## src/rtl/hub75_scan_ctrl.sv

```systemverilog
// hub75_scan_ctrl
// ----------------
// Scan/refresh sequencer for a HUB75 LED matrix panel. For every row and
// bit-plane it shifts COLS columns out (two ticks per column), latches them,
// and then holds OE low for BASE_TICKS*2^plane ticks (binary-coded modulation).
// Only the tick_i enable from the upstream prescaler advances it.
//
// Handshake: none. tick_i is a one-clk qualifier. run_i is sampled only on a
// tick while idle or while in NEXT, so a row-plane that has started always
// finishes before the block stops.
//
// Ports
//   clk, rst_n    system clock, asynchronous active-low reset
//   tick_i        one-cycle advance enable
//   run_i         1 = keep scanning
//   rd_col_o      framebuffer column being shifted
//   rd_row_o      framebuffer row being shifted
//   rd_plane_o    bit-plane being shifted
//   hub_clk_o     panel shift clock
//   hub_lat_o     panel latch
//   hub_oe_n_o    panel output enable, active low
//   hub_addr_o    panel row address
//   busy_o        sequencer not idle
//   frame_done_o  one-clk pulse when the last row/plane of a frame retires
//   state_o       current FSM state (debug)
module hub75_scan_ctrl #(
  parameter int COLS       = 64,
  parameter int COL_BITS   = 6,
  parameter int ADDR_BITS  = 4,
  parameter int PLANES     = 4,
  parameter int PLANE_BITS = 2,
  parameter int BASE_TICKS = 1,
  parameter int DISP_BITS  = 8
) (
  input  logic                  clk,
  input  logic                  rst_n,
  input  logic                  tick_i,
  input  logic                  run_i,
  output logic [COL_BITS-1:0]   rd_col_o,
  output logic [ADDR_BITS-1:0]  rd_row_o,
  output logic [PLANE_BITS-1:0] rd_plane_o,
  output logic                  hub_clk_o,
  output logic                  hub_lat_o,
  output logic                  hub_oe_n_o,
  output logic [ADDR_BITS-1:0]  hub_addr_o,
  output logic                  busy_o,
  output logic                  frame_done_o,
  output logic [2:0]            state_o
);

  typedef enum logic [2:0] {
    IDLE    = 3'd0,
    SHIFT   = 3'd1,
    LATCH   = 3'd2,
    DISPLAY = 3'd3,
    NEXT    = 3'd4
  } state_t;

  state_t                state_q, state_d;
  logic [COL_BITS-1:0]   col_q, col_d;
  logic [ADDR_BITS-1:0]  row_q, row_d;
  logic [PLANE_BITS-1:0] plane_q, plane_d;
  logic                  phase_q, phase_d;
  logic [DISP_BITS-1:0]  disp_cnt_q, disp_cnt_d;
  logic                  hub_clk_q, hub_clk_d;
  logic                  hub_lat_q, hub_lat_d;
  logic                  hub_oe_n_q, hub_oe_n_d;
  logic [ADDR_BITS-1:0]  hub_addr_q, hub_addr_d;
  logic                  busy_q, busy_d;
  logic                  frame_done_q, frame_done_d;

  logic                  col_last;
  logic                  plane_last;
  logic                  row_last;
  logic [DISP_BITS-1:0]  disp_load;

  assign col_last   = (col_q == COL_BITS'(COLS - 1));
  assign plane_last = (plane_q == PLANE_BITS'(PLANES - 1));
  assign row_last   = &row_q;
  // Counter runs load..0 inclusive, giving BASE_TICKS<<plane OE-low ticks.
  assign disp_load  = (DISP_BITS'(BASE_TICKS) << plane_q) - DISP_BITS'(1);

  // State and datapath registers.
  always_ff @(posedge clk or negedge rst_n) begin
    if (!rst_n) begin
      state_q      <= IDLE;
      col_q        <= '0;
      row_q        <= '0;
      plane_q      <= '0;
      phase_q      <= 1'b0;
      disp_cnt_q   <= '0;
      hub_clk_q    <= 1'b0;
      hub_lat_q    <= 1'b0;
      hub_oe_n_q   <= 1'b1;
      hub_addr_q   <= '0;
      busy_q       <= 1'b0;
      frame_done_q <= 1'b0;
    end else begin
      state_q      <= state_d;
      col_q        <= col_d;
      row_q        <= row_d;
      plane_q      <= plane_d;
      phase_q      <= phase_d;
      disp_cnt_q   <= disp_cnt_d;
      hub_clk_q    <= hub_clk_d;
      hub_lat_q    <= hub_lat_d;
      hub_oe_n_q   <= hub_oe_n_d;
      hub_addr_q   <= hub_addr_d;
      busy_q       <= busy_d;
      frame_done_q <= frame_done_d;
    end
  end

  // Next-state logic.
  always_comb begin
    state_d = state_q;
    if (tick_i) begin
      case (state_q)
        IDLE:    if (run_i) state_d = SHIFT;
        SHIFT:   if (phase_q && col_last) state_d = LATCH;
        LATCH:   state_d = DISPLAY;
        DISPLAY: if (disp_cnt_q == '0) state_d = NEXT;
        NEXT:    state_d = run_i ? SHIFT : IDLE;
        default: state_d = IDLE;
      endcase
    end
  end

  // Counter and pin next values.
  always_comb begin
    col_d        = col_q;
    row_d        = row_q;
    plane_d      = plane_q;
    phase_d      = phase_q;
    disp_cnt_d   = disp_cnt_q;
    hub_clk_d    = hub_clk_q;
    hub_lat_d    = hub_lat_q;
    hub_oe_n_d   = hub_oe_n_q;
    hub_addr_d   = hub_addr_q;
    frame_done_d = 1'b0;
    if (tick_i) begin
      case (state_q)
        IDLE: begin
          if (run_i) begin
            col_d   = '0;
            phase_d = 1'b0;
          end
        end
        SHIFT: begin
          if (!phase_q) begin
            hub_clk_d = 1'b1;
            phase_d   = 1'b1;
          end else begin
            hub_clk_d = 1'b0;
            phase_d   = 1'b0;
            if (!col_last) begin
              col_d = col_q + COL_BITS'(1);
            end else begin
              // OE is still high here, so the address may move safely.
              hub_lat_d  = 1'b1;
              hub_addr_d = row_q;
            end
          end
        end
        LATCH: begin
          hub_lat_d  = 1'b0;
          hub_oe_n_d = 1'b0;
          disp_cnt_d = disp_load;
        end
        DISPLAY: begin
          if (disp_cnt_q == '0) hub_oe_n_d = 1'b1;
          else                  disp_cnt_d = disp_cnt_q - DISP_BITS'(1);
        end
        NEXT: begin
          if (!plane_last) begin
            plane_d = plane_q + PLANE_BITS'(1);
          end else begin
            plane_d = '0;
            row_d   = row_q + ADDR_BITS'(1);
            if (row_last) frame_done_d = 1'b1;
          end
          if (run_i) begin
            col_d   = '0;
            phase_d = 1'b0;
          end
        end
        default: ;
      endcase
    end
  end

  assign busy_d = (state_d != IDLE);

  assign rd_col_o     = col_q;
  assign rd_row_o     = row_q;
  assign rd_plane_o   = plane_q;
  assign hub_clk_o    = hub_clk_q;
  assign hub_lat_o    = hub_lat_q;
  assign hub_oe_n_o   = hub_oe_n_q;
  assign hub_addr_o   = hub_addr_q;
  assign busy_o       = busy_q;
  assign frame_done_o = frame_done_q;
  assign state_o      = state_q;

endmodule

```

## config.mk

```make
export PLATFORM = sky130hd
export DESIGN_NAME = hub75_scan_ctrl
export DESIGN_NICKNAME = d
export VERILOG_FILES = /design/src/rtl/hub75_scan_ctrl.sv
export SDC_FILE = /design/constraint.sdc
export NUM_CORES = 1
export LEC_CHECK = 0
export CORE_AREA = 2 2 79 66
export DETAILED_ROUTE_END_ITERATION = 10
export DIE_AREA = 0 0 81 68
export PLACE_DENSITY = 0.71
export SYNTH_ARGS = -nofsm -noshare
export SYNTH_HDL_FRONTEND = slang
export SYNTH_SLANG_ARGS = --single-unit
```

## constraint.sdc

```tcl
create_clock -name clk -period 6.35 [get_ports clk]
set_clock_uncertainty 0.2 [all_clocks]
set_input_delay 0.9525 -clock clk [delete_from_list [all_inputs] [get_ports clk]]
set_output_delay 0.9525 -clock clk [all_outputs]
set_load 0.02 [all_outputs]
```

; Word-level counts from Yosys, hierarchy flattened
; Index checks and enable logic that the tools add are counted.
[classes]
addsub = 5
shifts = 1
eq_ne = 12
reduce_logical = 18
muxes = 25
[op_table]
columns = operator, n
row1 = 2-to-1 mux 6 bit, 3
row2 = one-hot mux 8 bit (2 select lines), 1
row3 = one-hot mux 3 bit (5 select lines), 1
row4 = 2-to-1 mux 3 bit, 4
row5 = one-hot mux 6 bit (2 select lines), 1
row6 = AND reduction 3 bit, 4
row7 = AND reduction 4 bit, 3
row8 = 2-to-1 mux 1 bit, 10
row9 = inequality test 2 bit (second input constant), 5
row10 = logical NOT 8 bit, 1
row11 = 2-to-1 mux 8 bit, 1
row12 = << shifter 1 x 2 -> 8 bit (first input constant), 1
row13 = subtractor 8 x 1 -> 8 bit (second input constant), 1
row14 = subtractor 8 x 2 -> 8 bit (second input constant), 1
row15 = adder 6 x 1 -> 6 bit (second input constant), 1
row16 = == test 3 x 2 -> 1 bit (second input constant), 2
row17 = == test 6 bit (second input constant), 1
row18 = one-hot mux 1 bit (2 select lines), 3
row19 = nonzero test 2 bit, 3
row20 = AND reduction 5 bit, 1
row21 = adder 4 x 1 -> 4 bit (second input constant), 1
row22 = AND reduction 2 bit, 2
row23 = == test 3 x 1 -> 1 bit (second input constant), 1
row24 = == test 3 bit (second input constant), 1
row25 = 8 further kinds, 8
[word_totals]
regBits = 33
word_cells = 73
inputBits = 4

; Longest topological paths before layout
; Gate-level depths: netlist (run 1).
[depth]
ltp_word = 6
depth_mapped = 7
mapped_depth_nobuf = 7

; Worst setup path after synthesis (run 1)
; No wires, ideal clock.
[synth_path]
path_kind = in2reg
from = in tick_i
to = reg col_q[1], in the netlist rd_col_o[1]
t_arrival_ns = 1.943
cell_stages = 4
path_buffers = 0
path_slack_ns = 4.082
cell_sequence = nand4bb_4 a311oi_4 o21bai_4 mux2_4
[synth_via]
elab_chain_cells = 1
[synth_lines]
columns = item, line
row1 = "start, declared", 37  ; input logic tick_i,
row2 = AND reduction 5 bit (no line), --
row3 = "end signal, assigned", 100  ; col_q <= col_d;
row4 = "end, declared", 60  ; logic [COL_BITS-1:0] col_q, col_d;
; Every way passes these cells.
; A chain may end at the register's enable or synchronous reset.

; Worst setup path in the final report (run 1)
[layout_path]
from = in tick_i
to = reg disp_cnt_q[0]
[layout_via]
elab_chain_cells = 1
[layout_lines]
columns = item, line
row1 = AND reduction 3 bit (no line), --
row2 = "end signal, assigned", 104  ; disp_cnt_q <= disp_cnt_d;
row3 = "end, declared", 64  ; logic [DISP_BITS-1:0] disp_cnt_q, disp_cnt_d;
; Every way passes these cells.

==> results of run 1 <==
-- synthesized netlist by cell type, types with 2 or more instances --
library cell	number	area [um2]
a21oi_1	13	65.1
a31o_2	2	17.5
a31oi_1	4	25.0
and2b_2	2	17.5
and3_1	2	12.5
buf_2	2	10.0
clkbuf_1	2	7.51
dfrtp_1	32	801
ha_1	9	113
inv_1	13	48.8
mux2_2	5	56.3
mux2i_1	2	20.0
nand2_1	11	41.3
nand3_1	3	15.0
nand4_1	3	18.8
nor2_1	13	48.8
o21a_1	2	15.0
o21ai_0	11	55.1
xnor2_1	5	43.8
-- placed cells by master, fill, tap and decap left out, drive strengths merged, types with 2 or more instances in the layout --
| cell type | netlist | layout |
|---|---|---|
| nand3 | 3 | 3 |
| nand2 | 11 | 11 |
| inv | 13 | 13 |
| clkbuf | 3 | 7 |
| a31o | 2 | 2 |
| mux2 | 6 | 6 |
| nand4 | 3 | 3 |
| mux2i | 2 | 2 |
| a2111oi | 2 | 2 |
| o21ai | 11 | 11 |
| a31oi | 4 | 4 |
| nand3b | 2 | 2 |
| xnor2 | 5 | 5 |
| ha | 9 | 9 |
| a21oi | 13 | 13 |
| and3 | 3 | 3 |
| clkdlybuf4s50 | 0 | 27 |
| o21a | 2 | 2 |
| and2b | 2 | 2 |
| nor2 | 13 | 13 |
| dfrtp | 32 | 32 |
-- report_power, final --
group          total (mW)  switching [mW]  internal [mW]  leakage [nW]
sequential          0.311          0.0601          0.251         0.404
combinational       0.281           0.141          0.140         0.511
clock               0.204          0.0764          0.128        0.0585
total               0.796           0.278          0.518         0.973
-- metrics by stage --
stage | cells | instance area (um2) | util, % | hold slack [ns]
6_report | 260 | 2240 | 46.9 | 0.313
2_1_floorplan | 168 | 1810 | - | 0.280
5_1_grt | 260 | 2240 | 46.9 | 0.332
4_1_cts | 260 | 2240 | 46.9 | 0.312
3_3_place_gp | 252 | 2120 | 44.4 | 0.287
3_5_place_dp | 252 | 2120 | 44.4 | 0.297
-- layout make-up --
class	instances	area share [%]
sequential	33	36.9
multi-input combinational	116	39.8
timing repair buffer	28	12.4
inverter	13	2.18
clock inverter	1	1.34
tap	62	3.46
clock buffer	7	3.85
-- flip-flops by register name, summed over array words and instances (netlist names) --
signal	flops
busy_o	1
disp_cnt_q	8
frame_done_o	1
hub_addr_o	4
hub_clk_o	1
hub_lat_o	1
hub_oe_n_o	1
phase_q	1
rd_col_o	6
rd_plane_o	2
rd_row_o	4
state_o	3
-- cells by family after synthesis --
kind of cell,synth area share (%)
AOI/OAI and AO/OA,17.6
xor gates and xnor gates,2.90
adders and majority gates,6.22
DFF,45.7
and+or+nand+nor,17.6
muxes,5.04
buffers and inverters,5.05
-- worst min-delay path by stage --
stage                    endpoint  slack [ns]  cells after the start
global route        hub_addr_o[1]        0.33                      1
floorplan               hub_clk_o        0.28                      1
global placement    hub_addr_o[3]        0.29                      1
finish                  hub_clk_o        0.31                      2
CTS                     hub_clk_o        0.31                      2
detailed placement      hub_clk_o        0.30                      2
-- critical path, cell delays in order --
cell	delay, ns
clkdlybuf4s50_1	0.76
nand3b_4	0.20
a21oi_1	0.67
mux2i_1	0.25
a31oi_1	0.05
-- per-layer routing --
layer	vias up	global-route usage, %
li1	656	-
met1	645	19.1
met2	30	20.5
met3	5	3.56
met4	0	7.63
met5	-	0
==> flow_metrics.tcl, run 1 <==
set metrics [dict create \
    outcome "finished clean" \
    synth.distinct_cells 51 \
    hold_path.startpoint "hub_clk_o" \
    cap_violations 0 \
    place.gp.congestion 0.778 \
    initial_core_util_pct 37.9 \
    r2r_slack_ns 4.09 \
    hold_viol 0 \
    place_ws_ns 3.10 \
    r2r_start "disp_cnt_q[0]" \
    dieArea_mm2 0.00551 \
    period_share_pct 46.6 \
    antenna_found_initial 0 \
    synth.avg_cell_area_um2 10.8 \
    die_h_um 68 \
    wire_per_inst_um 13.4 \
    postSynthNetCount 181 \
    wl_met3_um 155 \
    power_density_mw_per_mm2 355 \
    rsz0062_at_grt "no" \
    ctsLongestPathBuffers 2 \
    syn2layout_area_growth_pct 23.7 \
    drc 0 \
    layout_setup_ws_ns 3.39 \
    grtUsageTotal_pct 14.0 \
    period_minus_slack_ns 2.96 \
    seq_area_um2 827 \
    synthesis.area_mm2 0.00181 \
    ys_seq_area_share_pct 45.7 \
    netlist_instances 168 \
    synthFlopType "dfrtp_1" \
    wirelength_um 3490 \
    peakVddDrop_uv 166 \
    met1_length_um 1830 \
    setup_violations 0 \
    rows 23 \
    synth_async_sr_flop_share_pct 100 \
    drtPass1Iterations 5 \
    worstMarginPinSlew_ns 0.810 \
    nNetsFinal 210 \
    drt_iter0_markers 69 \
    first_global_vias 1280 \
    cts_num_sinks 33 \
    hold_path.class "reg2reg" \
    worstPathArrival_ns 2.89 \
    hpwl_um 2520 \
    io_pins 28 \
    core-area_mm2 0.00478 \
    cts_buffers 5 \
    insertion_delay_ns 0.29 \
    vias_per_cell 5.14 \
    total_power_mw 0.796 \
    finalSetupTns_ns 0 \
    ys_ff_latch 33 \
    drtAntennaViolNets 0 \
    grt.overflow.total 0 \
    r2r_end "disp_cnt_q[0]" \
    grt_max_degree 34 \
    max_freq_mhz 338 \
    synth-edff-count 0 \
    grt_pass1_wl_um 5780 \
    post-cts-setup-buffers 0 \
    met2WireLength_um 1460 \
    p_leak_nw 0.973 \
    cp-start-kind "input pin" \
    diodes 0 \
    fp.dieW_um 81 \
    path_class "in2reg" \
    drv_slew 0 \
    cts_resized 0 \
    clkTransAtPathRegs_ns 0.07 \
    reg2reg_depth 6 \
    ys_warn_count 0 \
    fill_cells 463 \
    worstSetupEndpoint "disp_cnt_q[0]" \
    ctsHoldBuffers 0 \
    cts_root_buf "clkbuf_8" \
    crit_start "tick_i" \
    htree_levels 2 \
    end_kind "flop" \
    layout-drive-gt1-share_pct 15.7 \
    port_buffers 27 \
    cp_max_fo 11 \
    required_ns 6.29 \
    top_layer_used "met4" \
    cts_tree "built" \
    multi_input_area_um2 892 \
    dr_total_vias 1336 \
    max-slew-margin-rel_pct 46.0 \
]
No activity file was read; power rests on OpenSTA's default activity.
==> run 2: changes to the inputs <==
Clock period 6.35 ns to 2.8 ns, I/O delays scaled along.
==> flow_metrics.tcl, run 2 (synthesis gave the netlist of run 1 again) <==
set metrics [dict create \
    cts_tree "built" \
    insertion_delay_ns 0.28 \
    outcome "finished clean" \
    hpwl_um 2500 \
    vias_per_cell 5.06 \
    period_share_pct 78.7 \
    rows 23 \
    cap_violations 0 \
    cts_root_buf "clkbuf_8" \
    drv_slew 0 \
    clkTransAtPathRegs_ns 0.07 \
    p_clk_share_pct 28.1 \
    fill_cells 462 \
    final_cell_mix "dfrtp_1 (32), clkdlybuf4s50_1 (27), inv_1 (13), a21oi_1 (13), nor2_1 (13)" \
    dieArea_mm2 0.00551 \
    rsz0062_at_grt "no" \
    max_freq_mhz 454 \
    hold_path.startpoint "hub_clk_o" \
    finalSetupTns_ns 0 \
    post-place-cells 255 \
    diodes 0 \
    place_area_mm2 0.00215 \
    crit_start "state_o[0]" \
    setup_violations 0 \
    holdPathEnd "hub_clk_o" \
    cpPeakStageDelay_ns 0.69 \
    end_kind "output port" \
    internal_power_mw 1.25 \
    hold_depth 2 \
    drtPass1Iterations 4 \
    p_sw_mw 0.628 \
    critical_path.slowest_cell "clkdlybuf4s50_1" \
    wirelength_um 3430 \
    final_common_cell "dfrtp_1" \
    worstPathArrival_ns 1.58 \
    p_comb_share_pct 34.4 \
    grt_pass1_wl_um 5550 \
    drt_iter0_markers 113 \
    r2r_end "rd_col_o[1]" \
    peakVddDrop_uv 329 \
    hold_viol 0 \
    critical_path_buf_inv_count 1 \
    max-slew-margin-rel_pct 71.1 \
    post-cts-setup-buffers 0 \
    swShare_pct 33.5 \
    largest-register "disp_cnt_q" \
    dr_total_vias 1332 \
    reg2reg_depth 5 \
    p_leak_nw 0.999 \
    io_pins 28 \
    fp.dieW_um 81 \
    path_cells "clkdlybuf4s50_1" \
    r2r_start "rd_col_o[0]" \
    cts_buffers 5 \
    pwr-share-seq_pct 37.6 \
    drtAntennaViolNets 0 \
    cp_top_family "buffers and inverters" \
    antenna_found_initial 0 \
    period_minus_slack_ns 2.20 \
    htree_levels 2 \
    largest_reg_flops 8 \
    die_h_um 68 \
    cp_max_fo 13 \
    drc 0 \
    layout-drive-gt1-share_pct 17.4 \
    grt.overflow.total 0 \
    finalNonFillerCells 263 \
    ctsHoldBuffers 0 \
    ctsLongestPathBuffers 2 \
    port_buffers 27 \
    required_ns 2.18 \
    path_class "reg2out" \
    syn2layout_area_growth_pct 25.9 \
    initial_core_util_pct 37.9 \
    nNetsFinal 213 \
    power_density_mw_per_mm2 822 \
    cts_resized 0 \
    place.gp.congestion 0.805 \
    grt_max_degree 34 \
    wire_per_inst_um 13.0 \
    cp-start-kind "flop" \
    r2r_slack_ns 0.63 \
    grtUsageTotal_pct 13.6 \
    final_core_util_pct 47.7 \
    hold_path.class "reg2reg" \
    cts_num_sinks 33 \
    design_area_mm2 0.00228 \
    core-area_mm2 0.00478 \
    worstMarginPinSlew_ns 0.434 \
    first_global_vias 1165 \
]
run 2: cell types whose count changed in the layout (fill, tap and decap cells not counted), sizes merged:
cell / before / now
buf: 1 / 4
clkbuf: 7 / 5
bufinv: 1 / 2
clkinv: 0 / 1
run 2: power by group through the flow:
stage	sequential [mW]	combinational (mW)	clock [mW]
after floorplan	0.753	0.375	0
after global placement	0.710	0.638	0
after detailed placement	0.713	0.645	0
after CTS	0.706	0.650	0.536
after global routing	0.724	0.714	0.558
final	0.704	0.644	0.526
run 2: worst register-to-register path, delay by kind of cell, from the launching register on:
kind                       cells  cell delay [ns]
muxes                          1             0.32
DFF                            1             0.42
and+or+nand+nor                1             0.23
AOI/OAI and AO/OA              2             0.65
adders and majority gates      1             0.24
run 2: through the flow:
step	total power [mW]	setup WS, ns	hold slack [ns]
after floorplan	1.13	0.668	-0.0756
after global placement	1.35	0.445	0.266
after detailed placement	1.36	0.420	0.279
after CTS	1.89	0.592	0.295
after global routing	2.00	0.521	0.326
final	1.87	0.596	0.288
run 2: routing by layer:
metal  part of all wire [%]  vias to the layer above  track usage [%]
li1                       -                      665                -
met1                     51                      632             19.6
met2                     42                       30             18.5
met3                    5.4                        5             4.88
met4                    1.5                        0             5.08
met5                      0                        -                0
run 2: worst max path at each step:
stage | to | slack, ns | cells past startpoint
final | state_o[0] | 0.60 | 1
after CTS | state_o[0] | 0.59 | 1
after floorplan | rd_col_o[1] | 0.67 | 5
after global routing | rd_col_o[1] | 0.52 | 5
after global placement | rd_col_o[1] | 0.45 | 5
after detailed placement | rd_col_o[1] | 0.42 | 5
run 2: area by class of cell:
cell class                 instances  area, um2  area share [%]
clock inverter                     3       65.1            2.85
sequential                        33        827            36.3
clock buffer                       5       68.8            3.02
timing repair buffer              31        300            13.2
inverter                          13       48.8            2.14
multi-input combinational        116        892            39.1
tap                               62       77.6            3.40
